===== src/rtl/lamp_controller.sv =====
// Lamp mode/state controller: button short/long press decoder plus manual/auto FSM.
// Optional input synchronizers are enabled with `define LAMP_INPUT_SYNC_EN.
module lamp_controller #(
  parameter int unsigned DEBOUNCE_T   = 100,
  parameter int unsigned LONG_PRESS_T = 3000
) (
  input  logic clk,
  input  logic rst,
  input  logic push_button,
  input  logic infravermelho,
  input  logic C,
  output logic L,
  output logic enable
);

  localparam logic [15:0] DebounceT = 16'(DEBOUNCE_T);
  localparam logic [15:0] LongT     = 16'(LONG_PRESS_T);

  typedef enum logic [1:0] {
    ManualOff = 2'd0,
    ManualOn  = 2'd1,
    AutoOff   = 2'd2,
    AutoOn    = 2'd3
  } state_e;

  logic btn;
  logic ir;

`ifdef LAMP_INPUT_SYNC_EN
  logic [1:0] btn_sync_q;
  logic [1:0] ir_sync_q;

  always_ff @(posedge clk or posedge rst) begin
    if (rst) begin
      btn_sync_q <= 2'b00;
      ir_sync_q  <= 2'b00;
    end else begin
      btn_sync_q <= {btn_sync_q[0], push_button};
      ir_sync_q  <= {ir_sync_q[0], infravermelho};
    end
  end

  assign btn = btn_sync_q[1];
  assign ir  = ir_sync_q[1];
`else
  assign btn = push_button;
  assign ir  = infravermelho;
`endif

  logic [15:0] tp_q, tp_d;
  logic        long_evt, long_d;
  logic        short_evt, short_d;

  // Saturation at LongT means the long event can fire only once per hold.
  always_comb begin
    tp_d    = tp_q;
    long_d  = 1'b0;
    short_d = 1'b0;
    if (btn) begin
      if (tp_q != LongT) begin
        tp_d   = tp_q + 16'd1;
        long_d = (tp_d == LongT);
      end
    end else begin
      tp_d    = 16'd0;
      short_d = (tp_q >= DebounceT) && (tp_q < LongT);
    end
  end

  always_ff @(posedge clk or posedge rst) begin
    if (rst) begin
      tp_q      <= 16'd0;
      long_evt  <= 1'b0;
      short_evt <= 1'b0;
    end else begin
      tp_q      <= tp_d;
      long_evt  <= long_d;
      short_evt <= short_d;
    end
  end

  state_e state_q, state_d;

  always_comb begin
    state_d = state_q;
    case (state_q)
      ManualOff: begin
        if (long_evt)       state_d = AutoOff;
        else if (short_evt) state_d = ManualOn;
      end
      ManualOn: begin
        if (long_evt)       state_d = AutoOff;
        else if (short_evt) state_d = ManualOff;
      end
      AutoOff: begin
        if (long_evt)       state_d = ManualOff;
        else if (short_evt) state_d = AutoOn;
        else if (ir)        state_d = AutoOn;
      end
      AutoOn: begin
        // Presence masks the timer's shutdown pulse.
        if (long_evt)       state_d = ManualOff;
        else if (short_evt) state_d = AutoOff;
        else if (C && !ir)  state_d = AutoOff;
      end
      default: state_d = ManualOff;
    endcase
  end

  always_ff @(posedge clk or posedge rst) begin
    if (rst) begin
      state_q <= ManualOff;
    end else begin
      state_q <= state_d;
    end
  end

  assign L      = (state_q == ManualOn) || (state_q == AutoOn);
  assign enable = (state_q == AutoOn);

endmodule


===== config.mk =====
export PLATFORM = sky130hd
export DESIGN_NAME = lamp_controller
export DESIGN_NICKNAME = d
export VERILOG_FILES = /design/src/rtl/lamp_controller.sv
export SDC_FILE = /design/constraint.sdc
export NUM_CORES = 1
export LEC_CHECK = 0
export ABC_AREA = 1
export CAP_MARGIN = 30
export CORE_AREA = 2 2 50 52
export CTS_BUF_LIST = sky130_fd_sc_hd__clkbuf_8
export DETAILED_ROUTE_END_ITERATION = 16
export DIE_AREA = 0 0 52 54
export PLACE_DENSITY = 0.73
export SLEW_MARGIN = 20
export SYNTH_ARGS = -nofsm -noshare
export SYNTH_HDL_FRONTEND = slang
export SYNTH_SLANG_ARGS = --single-unit

===== constraint.sdc =====
create_clock -name clk -period 1.3 [get_ports clk]
set_clock_uncertainty 0.1 [all_clocks]
set_input_delay 0.26 -clock clk [delete_from_list [all_inputs] [get_ports clk]]
set_output_delay 0.26 -clock clk [all_outputs]
set_load 0.1 [all_outputs]

# ---- Word level (Yosys, flattened, before mapping)
# Index checks and enable logic that the tools add are counted.
# W data, S select, Z words.
dict set report word_totals {
  in_bits 5
  regBits 20
  elab_cells 39
  output_inout_bits 2
}
dict set report classes {
  n_reduce_logical 6
  addsub 1
  n_lt_le_gt_ge 2
  n_eq_ne 10
  mux 16
}
# op count
set ops {}
lappend ops {{$mux W16} 2}
lappend ops {{$mux W2} 10}
lappend ops {{$add A16 B1 Y16 const B} 1}
lappend ops {{$eq A16 B12 Y1 const B} 1}
lappend ops {{$ge A16 B7 Y1 const B} 1}
lappend ops {{$lt A16 B12 Y1 const B} 1}
lappend ops {{$ne A16 B12 Y1 const B} 1}
lappend ops {{$pmux W2 S4} 1}
lappend ops {{$ne A3 B3 Y1 const B} 2}
lappend ops {{$eq A2 B2 Y1 const B} 2}
lappend ops {{$ne A4 B1 Y1 const B} 1}
lappend ops {{$ne A4 B4 Y1 const B} 1}
lappend ops {{$reduce_and A4 Y1} 1}
lappend ops {{$mux W1} 3}
lappend ops {{$eq A2 B1 Y1 const B} 1}
lappend ops {{$logic_and A1 B1 Y1} 2}
lappend ops {{$logic_not A2 Y1} 1}
lappend ops {{$ne A2 B1 Y1 const B} 1}
lappend ops {{$logic_not A1 Y1} 1}
lappend ops {{$logic_or A1 B1 Y1} 1}

# ---- Longest topological paths before layout
dict set report depth {
  word_depth 6
  depth_mapped 11
  ltp_nobuf 11
}

# ---- Worst setup path before layout
# Ideal clock, no wire load.
dict set report synth_timing {
  kind {reg2out}
  from {register state_q[0]}
  to {output L}
  stages_incl_launch_ff 2
  setup_slack_ns -0.268
  arrival_time_ns 1.208
  cell_sequence {dfrtp_1 -> clkbuf_1}
}
dict set report synth_between {
  elab_chain_len 2
  word_cells_on_any_way 3
  cone_classes {2 x eq/ne; 1 x reduce/logical}
}
# element line_no
set synth_rtl {}
lappend synth_rtl {{start: declaration} 82} ;# state_e state_q, state_d;
lappend synth_rtl {{start signal: assignment} 112} ;# state_q <= ManualOff;
lappend synth_rtl {{start signal: assignment} 114} ;# state_q <= state_d;
lappend synth_rtl {{$eq A2 B1 Y1 / $eq A2 B2 Y1 (equally long branches)} 118} ;# assign L = (state_q == ManualOn) || (state_q == AutoOn);
lappend synth_rtl {{$logic_or A1 B1 Y1 *} 118}
lappend synth_rtl {{end: declaration} 12} ;# output logic L,
# Every way passes the cells marked *; elsewhere a longest branch is shown, timed or not.

# ---- Worst setup path in the final report
dict set report layout_timing {
  from {register tp_q[1]}
  to {register long_evt}
}
dict set report layout_between {
  elab_chain_len 4
  word_cells_on_any_way 5
  cone_classes {1 x add/sub; 2 x eq/ne; 2 x mux}
}
# element line_no
set layout_rtl {}
lappend layout_rtl {{start: declaration} 50} ;# logic [15:0] tp_q, tp_d;
lappend layout_rtl {{start signal: assignment} 76} ;# tp_q <= tp_d;
lappend layout_rtl {{$add A16 B1 Y16} 61} ;# tp_d = tp_q + 16'd1;
lappend layout_rtl {{$eq A16 B12 Y1} 62} ;# long_d = (tp_d == LongT);
lappend layout_rtl {{$mux W1 *} 60} ;# if (tp_q != LongT) begin
lappend layout_rtl {{$mux W1 *} 59} ;# if (btn) begin
lappend layout_rtl {{named net long_d} 51} ;# logic long_evt, long_d;
lappend layout_rtl {{end signal: assignment} 77} ;# long_evt <= long_d;
lappend layout_rtl {{end: declaration} 51}
# Mark *: on every way through the listed nets, which the timed path passes. The rest lies on a longest branch.
# A chain may end at the register's enable or synchronous reset.

==> results_tabular.tex <==
\begin{tabular}{lr}
\hline
Metric & Value \\
\hline
\multicolumn{2}{l}{\textbf{Logic synthesis}} \\
\quad Area share of the leading cell type in the synthesized netlist & 0.421 \\
\quad Area of the mapped netlist & roughly 1200 um\^{}2 \\
\quad Post-synthesis adder-cell area fraction & 0.0211 \\
\quad Number of flops mapped to enable cells by yosys & 0 \\
\quad Mapped Cells & $\sim$170 \\
\quad Top post-synthesis cells by area & sky130\_fd\_sc\_hd\_\_dfrtp\_1, sky130\_fd\_sc\_hd\_\_nand2\_1, sky130\_fd\_sc\_hd\_\_nor2\_1 \\
\quad XOR/XNOR share of the synthesized area & 0.0368 \\
\quad Count leader, synth & sky130\_fd\_sc\_hd\_\_nand2\_1 \\
\quad Register area share after synthesis & 0.421 \\
\quad Ys async rst share & 1.00 \\
\quad Post-synth top cells & sky130\_fd\_sc\_hd\_\_nand2\_1, sky130\_fd\_sc\_hd\_\_nor2\_1, sky130\_fd\_sc\_hd\_\_inv\_1, sky130\_fd\_sc\_hd\_\_dfrtp\_1, sky130\_fd\_sc\_hd\_\_nand3\_1 \\
\quad Top flip-flop cell by instance count after synthesis & sky130\_fd\_sc\_hd\_\_dfrtp\_1 \\
\quad Unique cell type count in the Yosys netlist & 21 \\
\quad Post-synthesis mux area share & 0 \\
\quad Fraction of the mapped netlist area in compound gates & 0.0695 \\
\quad Simple-gate area share of the yosys netlist & 0.369 \\
\quad Number of register bits inferred by synthesis & 20 \\
\quad Dominant combinational cell family by area after synthesis & simple AND/OR/NAND/NOR gates \\
\quad Synthesized area per cell & around 7 um\^{}2 \\
\quad Nets in the synthesized netlist & 176 \\
\quad Most area-hungry cell type in the Yosys netlist & sky130\_fd\_sc\_hd\_\_dfrtp\_1 \\
\quad Syn. warnings & 0 \\
\multicolumn{2}{l}{\textbf{Finish}} \\
\quad Post-route standard cell area excluding fillers & 1750 um\^{}2 \\
\quad Diode insertion count for antenna repair & 0 \\
\quad Nets & $\sim$220 \\
\quad Final core utilization & 0.754 \\
\quad Fraction of layout cells with a size suffix above 1 & 0.401 \\
\quad Signed area change from the synthesized netlist to the final layout & 47.2\% \\
\quad Filler cells & between 150 and 200 \\
\multicolumn{2}{l}{\textbf{GRT}} \\
\quad Overall overflow remaining after global route & 0 \\
\quad Number of global-route vias before repair & about 1,200 \\
\quad Pin count of the biggest net entering global routing & 21 \\
\quad Wire length of the first global-routing pass & about 5000 um \\
\quad Global router's overall resource usage & 0.239 \\
\quad Number of antenna violations at the first check in global routing & 0 \\
\multicolumn{2}{l}{\textbf{Clock network}} \\
\quad Clock H-tree levels & 1 \\
\quad CTS tree & yes \\
\quad Clk sink count & 20 \\
\quad Clock Path Buffers & 2 \\
\quad Worst skew pair latency & about 0.25 ns \\
\quad Number of clock buffers inserted by TritonCTS & 3 \\
\quad Quantity of hold-fixing buffers added after cts & 0 \\
\quad Clock edge transition at the registers on the reported setup and hold paths & approximately 0.070 ns \\
\quad Root Driver & sky130\_fd\_sc\_hd\_\_clkbuf\_8 \\
\multicolumn{2}{l}{\textbf{Setup path}} \\
\quad Number of buffers and inverters on the critical path & 2 \\
\quad Req. time, crit path & around 1.4 ns \\
\quad Start of the worst register-to-register path & tp\_q[1]\$\_DFFE\_PP0P\_ \\
\quad Slowest cell on the critical path & sky130\_fd\_sc\_hd\_\_dfrtp\_1 \\
\quad Capturing point of the worst reg2reg path & long\_evt\$\_DFF\_PP0\_ \\
\quad Timing startpoint of the critical path & tp\_q[1]\$\_DFFE\_PP0P\_ \\
\quad Category of the most critical setup path & reg -> reg \\
\quad CP Max Fanout & 4 \\
\quad Kind of capture point of the worst setup path & flop \\
\quad Number of cells traversed by the worst register-to-register path & 10 \\
\quad Register-to-Register Setup Slack & -0.31 ns \\
\quad Family of cells with the greatest summed delay on the critical path & simple AND/OR/NAND/NOR gates \\
\quad Most repeated library cell on the critical path & sky130\_fd\_sc\_hd\_\_nand2\_1 \\
\quad Arrival time worst endpoint & 1.70 ns \\
\quad Biggest cell delay along the critical path & $\sim$0.4 ns \\
\quad Crit path cell chain & buf\_6 -> nand2\_1 -> nor2\_2 -> nand2\_2 -> buf\_4 -> o21ai\_2 -> nand2\_1 -> nor2\_1 -> nand2\_1 -> nor2\_2 \\
\quad Startpoint type of the worst setup path & flop \\
\multicolumn{2}{l}{\textbf{Floorplanning}} \\
\quad Number of placed I/O pins & 7 \\
\quad Width of the chip & $\sim$52 um \\
\quad Placement Rows & 18 \\
\quad Die area & 2810 um\^{}2 \\
\quad Starting density of the core & 0.512 \\
\quad Core footprint & about 2300 um\^{}2 \\
\quad DIE HEIGHT & 54 um \\
\multicolumn{2}{l}{\textbf{STA}} \\
\quad Final-report setup violation count & 19 \\
\quad Period Utilization, post-route & 1.24 \\
\quad Minimum setup slack in the final design & -0.314 ns \\
\quad Max-slew violation count & 0 \\
\quad Normalized max-slew margin & 0.826 \\
\quad Max Freq & between 600 and 700 MHz \\
\quad Final worst path period need & between 1.5 and 2 ns \\
\quad Transition time at the pin with the least slew margin & about 0.26 ns \\
\quad Final hold violations & 0 \\
\quad Final-layout worst hold slack & about 0.22 ns \\
\quad Sum Neg Setup Slack & -2.21 ns \\
\quad RSZ-0062 raised after global routing & yes \\
\multicolumn{2}{l}{\textbf{Placement}} \\
\quad Placer Congestion & around 1 \\
\quad Estimated wirelength of the detail-placed design & roughly 2200 um \\
\quad Port Buffer Count & 6 \\
\quad Placement Cell Area & $\sim$1500 um\^{}2 \\
\multicolumn{2}{l}{\textbf{Routing}} \\
\quad Drt via density & about 5.3 \\
\quad Number of design rule violations left after detail routing & 0 \\
\quad Iteration count of the initial detailed-routing pass & 4 \\
\quad Drt initial violations & between 50 and 60 \\
\quad Routed wire length & 3100 um \\
\quad Antenna viol nets, final & 0 \\
\quad Wire per inst & approximately 13 um \\
\quad DR vias & $\sim$1,300 \\
\multicolumn{2}{l}{\textbf{Power}} \\
\quad Overall power & roughly 1.3 mW \\
\quad Worst-case vdd ir drop & 626 uV \\
\quad Static leakage & 0.738 nW \\
\quad Power density of the placed cells & 725 nW/um\^{}2 \\
\multicolumn{2}{l}{\textbf{Outcome}} \\
\quad Result of the run & finished with violations \\
\quad Violations in the final reports & negative setup slack \\
\multicolumn{2}{l}{\textbf{Job}} \\
\quad Max-cap violation count & 0 \\
\multicolumn{2}{l}{\textbf{Hold path}} \\
\quad Class of the tightest hold or removal check & in -> async \\
\hline
\end{tabular}
## cell type report
class	count	area, um^2	share of cell area
tap	30	37.5	0.0215
clock buffer	3	41.3	0.0236
timing repair buffer	42	358	0.205
multi-input combinational	123	712	0.407
sequential	20	507	0.290
inverter	24	93.8	0.0536
## sequential cells by signal, summed over array words and instances, names as in the netlist
name and cells:
long_evt 1, short_evt 1, state_q 2, tp_q 16
## routing by layer
layer,share of wire,global-route usage,routed length (um)
met1,0.44,0.313,1350
met2,0.49,0.407,1520
met3,0.042,0.0306,130
met4,0.029,0.0833,90
met5,0,0,0
## repair_timing
item / in CTS / in global routing
gates resized for setup: 18 / 24
setup endpoints to repair: 17 / 20
gates cloned: 0 / 0
pin swaps: 7 / 13
endpoints found under the hold margin: 0 / 0
setup buffers: 2 / 2
## tightest hold or removal path, stage by stage
cell	delay [ns]
sky130_fd_sc_hd__clkdlybuf4s50_1	0.39
sky130_fd_sc_hd__inv_1	0.05
sky130_fd_sc_hd__buf_4	0.26
## placed cells by master, fill, tap and decap left out, types with 3 or more instances in the layout
| master | synthesis | routed |
|---|---|---|
| sky130_fd_sc_hd__nand4_1 | 6 | 6 |
| sky130_fd_sc_hd__nand2_2 | 1 | 10 |
| sky130_fd_sc_hd__nor2_2 | 4 | 11 |
| sky130_fd_sc_hd__clkbuf_8 | 0 | 3 |
| sky130_fd_sc_hd__nor2_1 | 30 | 22 |
| sky130_fd_sc_hd__buf_4 | 0 | 34 |
| sky130_fd_sc_hd__dfrtp_2 | 0 | 5 |
| sky130_fd_sc_hd__o21ai_2 | 0 | 3 |
| sky130_fd_sc_hd__clkdlybuf4s50_1 | 0 | 4 |
| sky130_fd_sc_hd__dfrtp_1 | 20 | 15 |
| sky130_fd_sc_hd__xor2_1 | 5 | 3 |
| sky130_fd_sc_hd__a21oi_1 | 7 | 6 |
| sky130_fd_sc_hd__nand2_1 | 43 | 34 |
| sky130_fd_sc_hd__inv_1 | 24 | 21 |
| sky130_fd_sc_hd__nand3_1 | 12 | 11 |
## worst max path at each step
stage / depth (start not counted) / endpoint
after global routing: 9 / long_evt$_DFF_PP0_
after floorplan: 8 / long_evt$_DFF_PP0_
final: 10 / long_evt$_DFF_PP0_
after CTS: 11 / long_evt$_DFF_PP0_
after detailed placement: 9 / long_evt$_DFF_PP0_
after global placement: 7 / long_evt$_DFF_PP0_
## report_power, final
part           total, mW  switching [mW]  internal [mW]  leakage (nW)
clock network      0.404           0.197          0.206        0.0216
registers          0.654          0.0165          0.638         0.267
logic              0.211           0.119         0.0921         0.449
total               1.27           0.333          0.936         0.738
## kinds of logic (layout without fill, tap and decap cells)
family	count (synthesis)	in the layout
adders and majority gates	2	2
and+or+nand+nor	101	101
AOI/OAI and AO/OA	15	15
DFF	20	20
xor gates and xnor gates	5	5
buffers and inverters	26	69
## per-stage QoR
step | cells | worst slack [ns]
2_1_floorplan | 169 | -0.132
3_3_place_gp | 235 | -0.303
3_5_place_dp | 235 | -0.342
4_1_cts | 240 | -0.268
5_1_grt | 242 | -0.434
6_report | 242 | -0.314
Note: power is estimated with default switching activity, not from simulation.
